==> config.mk <==
export PLATFORM = sky130hd
export DESIGN_NAME = pipe_stage_skid
export DESIGN_NICKNAME = d
export VERILOG_FILES = /design/src/rtl/pipe_stage_skid.sv
export SDC_FILE = /design/constraint.sdc
export NUM_CORES = 1
export LEC_CHECK = 0
export ABC_CLOCK_PERIOD_IN_PS = 7400
export BUFFER_PORTS_ARGS = -buffer_cell sky130_fd_sc_hd__buf_2
export CAP_MARGIN = 20
export CORE_MARGIN = 2
export CORE_UTILIZATION = 49
export DETAILED_ROUTE_END_ITERATION = 10
export PLACE_DENSITY = 0.73
export REMOVE_ABC_BUFFERS = 1
export SETUP_SLACK_MARGIN = 0.2
export SYNTH_ARGS = -nofsm -noshare
export SYNTH_HDL_FRONTEND = slang
export SYNTH_SLANG_ARGS = --single-unit
==> constraint.sdc <==
create_clock -name clk -period 7.4 [get_ports clk]
set_input_delay 1.48 -clock clk [delete_from_list [all_inputs] [get_ports clk]]
set_output_delay 1.48 -clock clk [all_outputs]
set_load 0.005 [all_outputs]
==> src/rtl/pipe_stage_skid.sv <==
// Pipeline stage register with valid/ready handshake and a two-entry skid buffer.
// in_ready is decoded from registered state, so out_ready never reaches upstream combinationally.
module pipe_stage_skid #(
  parameter int DATA_W = 96,
  parameter int CNT_W  = 16
) (
  input  logic              clk,
  input  logic              rst,
  input  logic              in_valid,
  output logic              in_ready,
  input  logic [DATA_W-1:0] in_data,
  output logic              out_valid,
  input  logic              out_ready,
  output logic [DATA_W-1:0] out_data,
  input  logic              flush,
  input  logic              stat_clr,
  output logic [1:0]        occupancy,
  output logic [CNT_W-1:0]  stall_cnt,
  output logic [CNT_W-1:0]  flush_cnt
);

  typedef enum logic [1:0] {
    EMPTY = 2'd0,
    ONE   = 2'd1,
    TWO   = 2'd2
  } state_t;

  state_t            state_q, state_d;
  logic [DATA_W-1:0] main_q, main_d;
  logic [DATA_W-1:0] skid_q, skid_d;
  logic              accept, retire, stall;
  logic [1:0]        flush_inc;

  assign in_ready  = (state_q != TWO);
  assign out_valid = (state_q != EMPTY);
  assign occupancy = state_q;
  assign out_data  = main_q;

  assign accept    = in_valid & in_ready;
  assign retire    = out_valid & out_ready;
  assign stall     = out_valid & ~out_ready & ~flush;
  // The attempted accept counts as discarded even when in_ready is low.
  assign flush_inc = occupancy + {1'b0, in_valid};

  function automatic logic [CNT_W-1:0] sat_add(input logic [CNT_W-1:0] a,
                                               input logic [1:0]       b);
    logic [CNT_W:0] s;
    s = {1'b0, a} + {{(CNT_W-1){1'b0}}, b};
    return s[CNT_W] ? {CNT_W{1'b1}} : s[CNT_W-1:0];
  endfunction

  always_comb begin
    // NOTE: every signal gets a hold default first so no path can infer a latch.
    state_d = state_q;
    main_d  = main_q;
    skid_d  = skid_q;
    if (flush) begin
      state_d = EMPTY;
      main_d  = '0;
      skid_d  = '0;
    end else begin
      unique case (state_q)
        EMPTY: if (accept) begin
          main_d  = in_data;
          state_d = ONE;
        end
        ONE: begin
          if (accept && retire) begin
            main_d = in_data;
          end else if (accept) begin
            skid_d  = in_data;
            state_d = TWO;
          end else if (retire) begin
            main_d  = '0;
            state_d = EMPTY;
          end
        end
        TWO: if (retire) begin
          main_d  = skid_q;
          skid_d  = '0;
          state_d = ONE;
        end
        default: begin
          state_d = EMPTY;
          main_d  = '0;
          skid_d  = '0;
        end
      endcase
    end
  end

  // NOTE: payload registers are reset too, because out_data must read zero whenever out_valid is low.
  always_ff @(posedge clk or posedge rst) begin
    if (rst) begin
      state_q <= EMPTY;
      main_q  <= '0;
      skid_q  <= '0;
    end else begin
      // NOTE: non-blocking assignments so every register samples pre-edge values.
      state_q <= state_d;
      main_q  <= main_d;
      skid_q  <= skid_d;
    end
  end

  always_ff @(posedge clk or posedge rst) begin
    if (rst) begin
      stall_cnt <= '0;
      flush_cnt <= '0;
    end else if (stat_clr) begin
      stall_cnt <= '0;
      flush_cnt <= '0;
    end else begin
      if (stall) stall_cnt <= sat_add(stall_cnt, 2'd1);
      if (flush) flush_cnt <= sat_add(flush_cnt, flush_inc);
    end
  end

endmodule

==> results.json <==
{
  "hold_depth": 1,
  "grt_pass1_vias": 8202,
  "synthFlopType": "dfrtp_1",
  "cp-start-kind": "input port",
  "crit_family": "simple AND/OR/NAND/NOR gates",
  "cts_setup_buffers": 0,
  "slowest_delay_ns": 0.77,
  "yosysWarnings": 0,
  "power.leakage_uw": 0.006109,
  "required_ns": 7.84,
  "min-delay-start": "out_data[14]",
  "synth_top_area_share_pct": 53.54,
  "pwr-share-seq_pct": 47.5,
  "skew_ns": 0.01161,
  "hold_class": "flip-flop to flip-flop",
  "ios": 234,
  "async_flop_share_pct": 100.0,
  "clockRootBuffer": "clkbuf_16",
  "worstReg2RegEnd": "flush_cnt[9]",
  "dpl.cell_count": 1413,
  "path_buf_inv": 2,
  "area_growth_syn_to_layout_pct": 19.73,
  "vias": 8361,
  "slew_violations": 0,
  "antenna_left": 0,
  "core_mm2": 0.02109,
  "tns_ns": 0,
  "end_kind": "flip-flop",
  "cts_resized": 0,
  "rrSetupSlack_ns": 4.65,
  "cts_max_path_buffers": 3,
  "rr_worst_depth": 7,
  "synth.area.top_cells": "dfrtp_1 54%, mux2i_1 9.4%, o2bb2ai_1 8.0%",
  "maxSlewHeadroom_pct": 31.65,
  "ctsHoldBuffers": 0,
  "peakVddDrop_mv": 0.1567,
  "layoutNonFillerInstCount": 1465,
  "post-route-drc-count": 0,
  "wl_mm": 26.87,
  "avgSynthCellArea_um2": 10.83,
  "viasPerCell": 5.707,
  "hold_viol_final": 0,
  "insertion_delay_ns": 0.52,
  "worst-path-stages": 6,
  "synth_top_cell_by_area": "dfrtp_1",
  "portBuffers": 233,
  "clockPowerShare_pct": 40.2,
  "path_class": "input port to flip-flop",
  "cp_slowest_cell": "nor2_4",
  "nNetsFinal": 1275,
  "firstDrtPassIters": 5,
  "syn_inst": 975,
  "cts_tree": "done",
  "antenna_found_initial": 5,
  "status": "finished clean",
  "die_h_um": 150.8,
  "synth_edf_count": 0,
  "crit_fanout": 40,
  "multi_input_area_mm2": 0.004138,
  "drive_gt1_share_pct": 25.55,
  "cts.sinks": 226,
  "grt_pass1_wl_mm": 43.04,
  "syn_area_mm2": 0.01056,
  "drv_cap": 0,
  "r2r-start": "occupancy[0]",
  "gr-total-overflow": 0,
  "start_util_pct": 50.09,
  "groute.usage.overall_pct": 23.34,
  "htreeDepth": 1,
  "p_switching_uw": 736.4,
  "yosysSeqAreaShare_pct": 53.54,
  "cts_made_buffers": 25,
  "period_needed_ns": 3.312,
  "p_per_area_mw_per_mm2": 224.3,
  "wl_per_cell_um": 18.34,
  "timing.fmax_ghz": 0.3019,
  "arrival_ns": 3.75,
  "p_int_uw": 2101,
  "ys_types": 43,
  "clkTransAtPathRegs_ns": 0.06,
  "dp_hpwl_mm": 16.46,
  "swShare_pct": 25.96,
  "die_x_um": 150.8,
  "hold_end": "out_data[14]",
  "seqCellArea_mm2": 0.005655,
  "std_cell_rows": 53,
  "fp.dieArea_mm2": 0.02275,
  "cp_cell_sequence": "buf_2 > nor2b_1 > o22a_1 > nor2_4 > buf_4 > mux2i_1",
  "grt_max_degree": 115,
  "drt_iter0_markers": 532,
  "rsz0062_at_grt": "false",
  "pwr-share-comb_pct": 12.3,
  "nFillCells": 1796,
  "tightest_slew_ns": 1.023,
  "finalWeightedCongestion": 0.8394,
  "setup_viol": 0,
  "post-route-period-util_pct": 44.76,
  "synth_seq_cells": 226
}
## placed cells by master (no fill, tap or decap), drive strengths merged, types with 8 or more instances in the layout
master,count
buf,246
dfrtp,226
inv,108
nand2,104
mux2i,99
o2bb2ai,97
a22oi,96
clkbuf,37
nor2,24
a21oi,18
nor3,18
nand3,13
and3,11
nand4,10
a211oi,8
o21ai,8
## registers in the layout, indices dropped and copies added (netlist names)
name,flops
flush_cnt,16
occupancy,2
out_data,96
skid_q,96
stall_cnt,16
## Yosys cell counts, types with 3 or more instances
| cell | instances |
|---|---|
| nor2b_1 | 6 |
| nor2_1 | 20 |
| a22oi_1 | 96 |
| o21ai_0 | 7 |
| inv_1 | 107 |
| a21oi_1 | 17 |
| dfrtp_1 | 226 |
| and4b_1 | 3 |
| buf_4 | 16 |
| a221oi_1 | 5 |
| nand4_1 | 8 |
| ha_1 | 4 |
| and3_1 | 11 |
| nand3_1 | 13 |
| nor3b_1 | 3 |
| a41oi_1 | 3 |
| nor2_2 | 4 |
| a211oi_1 | 8 |
| buf_2 | 38 |
| mux2i_1 | 99 |
| nor4_4 | 4 |
| a31oi_1 | 6 |
| clkbuf_1 | 26 |
| a311oi_1 | 4 |
| o2bb2ai_1 | 97 |
| nor3_1 | 17 |
| and4_1 | 4 |
| nand2_1 | 104 |
## power by group through the flow
stage,Combinational [uW],Sequential [uW],Clock (uW)
2_1_floorplan,203,1360,0
3_3_place_gp,336,1370,0
3_5_place_dp,345,1370,0
4_1_cts,346,1350,1170
5_1_grt,388,1350,1220
6_report,349,1350,1140
## final cells by class
type                            instances  area share [%]
Inverter                              107           3.235
Timing Repair Buffer                  246           10.63
Clock inverter                          8          0.3660
Tap cell                              275           2.721
Sequential cell                       226           44.72
Clock buffer                           37           5.540
Multi-Input combinational cell        562           32.72
Antenna cell                            4         0.07915
## metrics by stage
stage                     instance area, um^2  setup slack [ns]  hold WS (ns)  utilization (%)  power (uW)
after CTS                               12550             4.097        0.4873            59.53        2864
after global routing                    12640             3.944        0.4998            59.93        2957
final                                   12650             4.088        0.4829            59.97        2837
after global placement                  11780             3.583        0.4663            55.86        1702
after detailed placement                11810             3.558        0.4687            55.99        1712
after floorplan                         10150           -0.2712        0.4794                -        1566
## cell families (layout without fill, tap and decap cells)
kind of cell	Yosys count	after routing	share of synthesized area (%)
AOI/OAI and AO/OA	252	252	18.67
xor gates and xnor gates	1	1	0.08293
adders and majority gates	5	5	0.6634
buffers and inverters	187	398	7.664
DFF	226	226	53.54
muxes	99	99	9.382
other	0	4	0
and+or+nand+nor	205	205	9.998
## how the worst max path moves through the flow
stage	start	to	slack, ns
2_1_floorplan	rst	flush_cnt[0]	-0.27
3_3_place_gp	in_valid	skid_q[10]	3.58
3_5_place_dp	in_valid	skid_q[62]	3.56
4_1_cts	in_valid	skid_q[62]	4.10
5_1_grt	in_valid	skid_q[62]	3.94
6_report	in_valid	skid_q[73]	4.09
## worst reg2reg max path, delay by kind of cell (launching register included)
family | cells | cell delay [ns]
compound gates | 1 | 0.31
flops | 1 | 0.64
fa+ha+maj | 2 | 0.69
simple gates | 3 | 0.76
xor+xnor | 1 | 0.25
## layer usage
metal | wire length [um] | share of wire (%) | up-vias | GRT usage, %
met3 | 2253 | 8.4 | 36 | 5.994
met5 | 13 | 0.048 | - | 0
met4 | 375 | 1.4 | 2 | 4.813
li1 | - | - | 3899 | -
met1 | 12080 | 45 | 4138 | 33.05
met2 | 12150 | 45 | 286 | 36.68
Power figures use the tool's default switching activity.
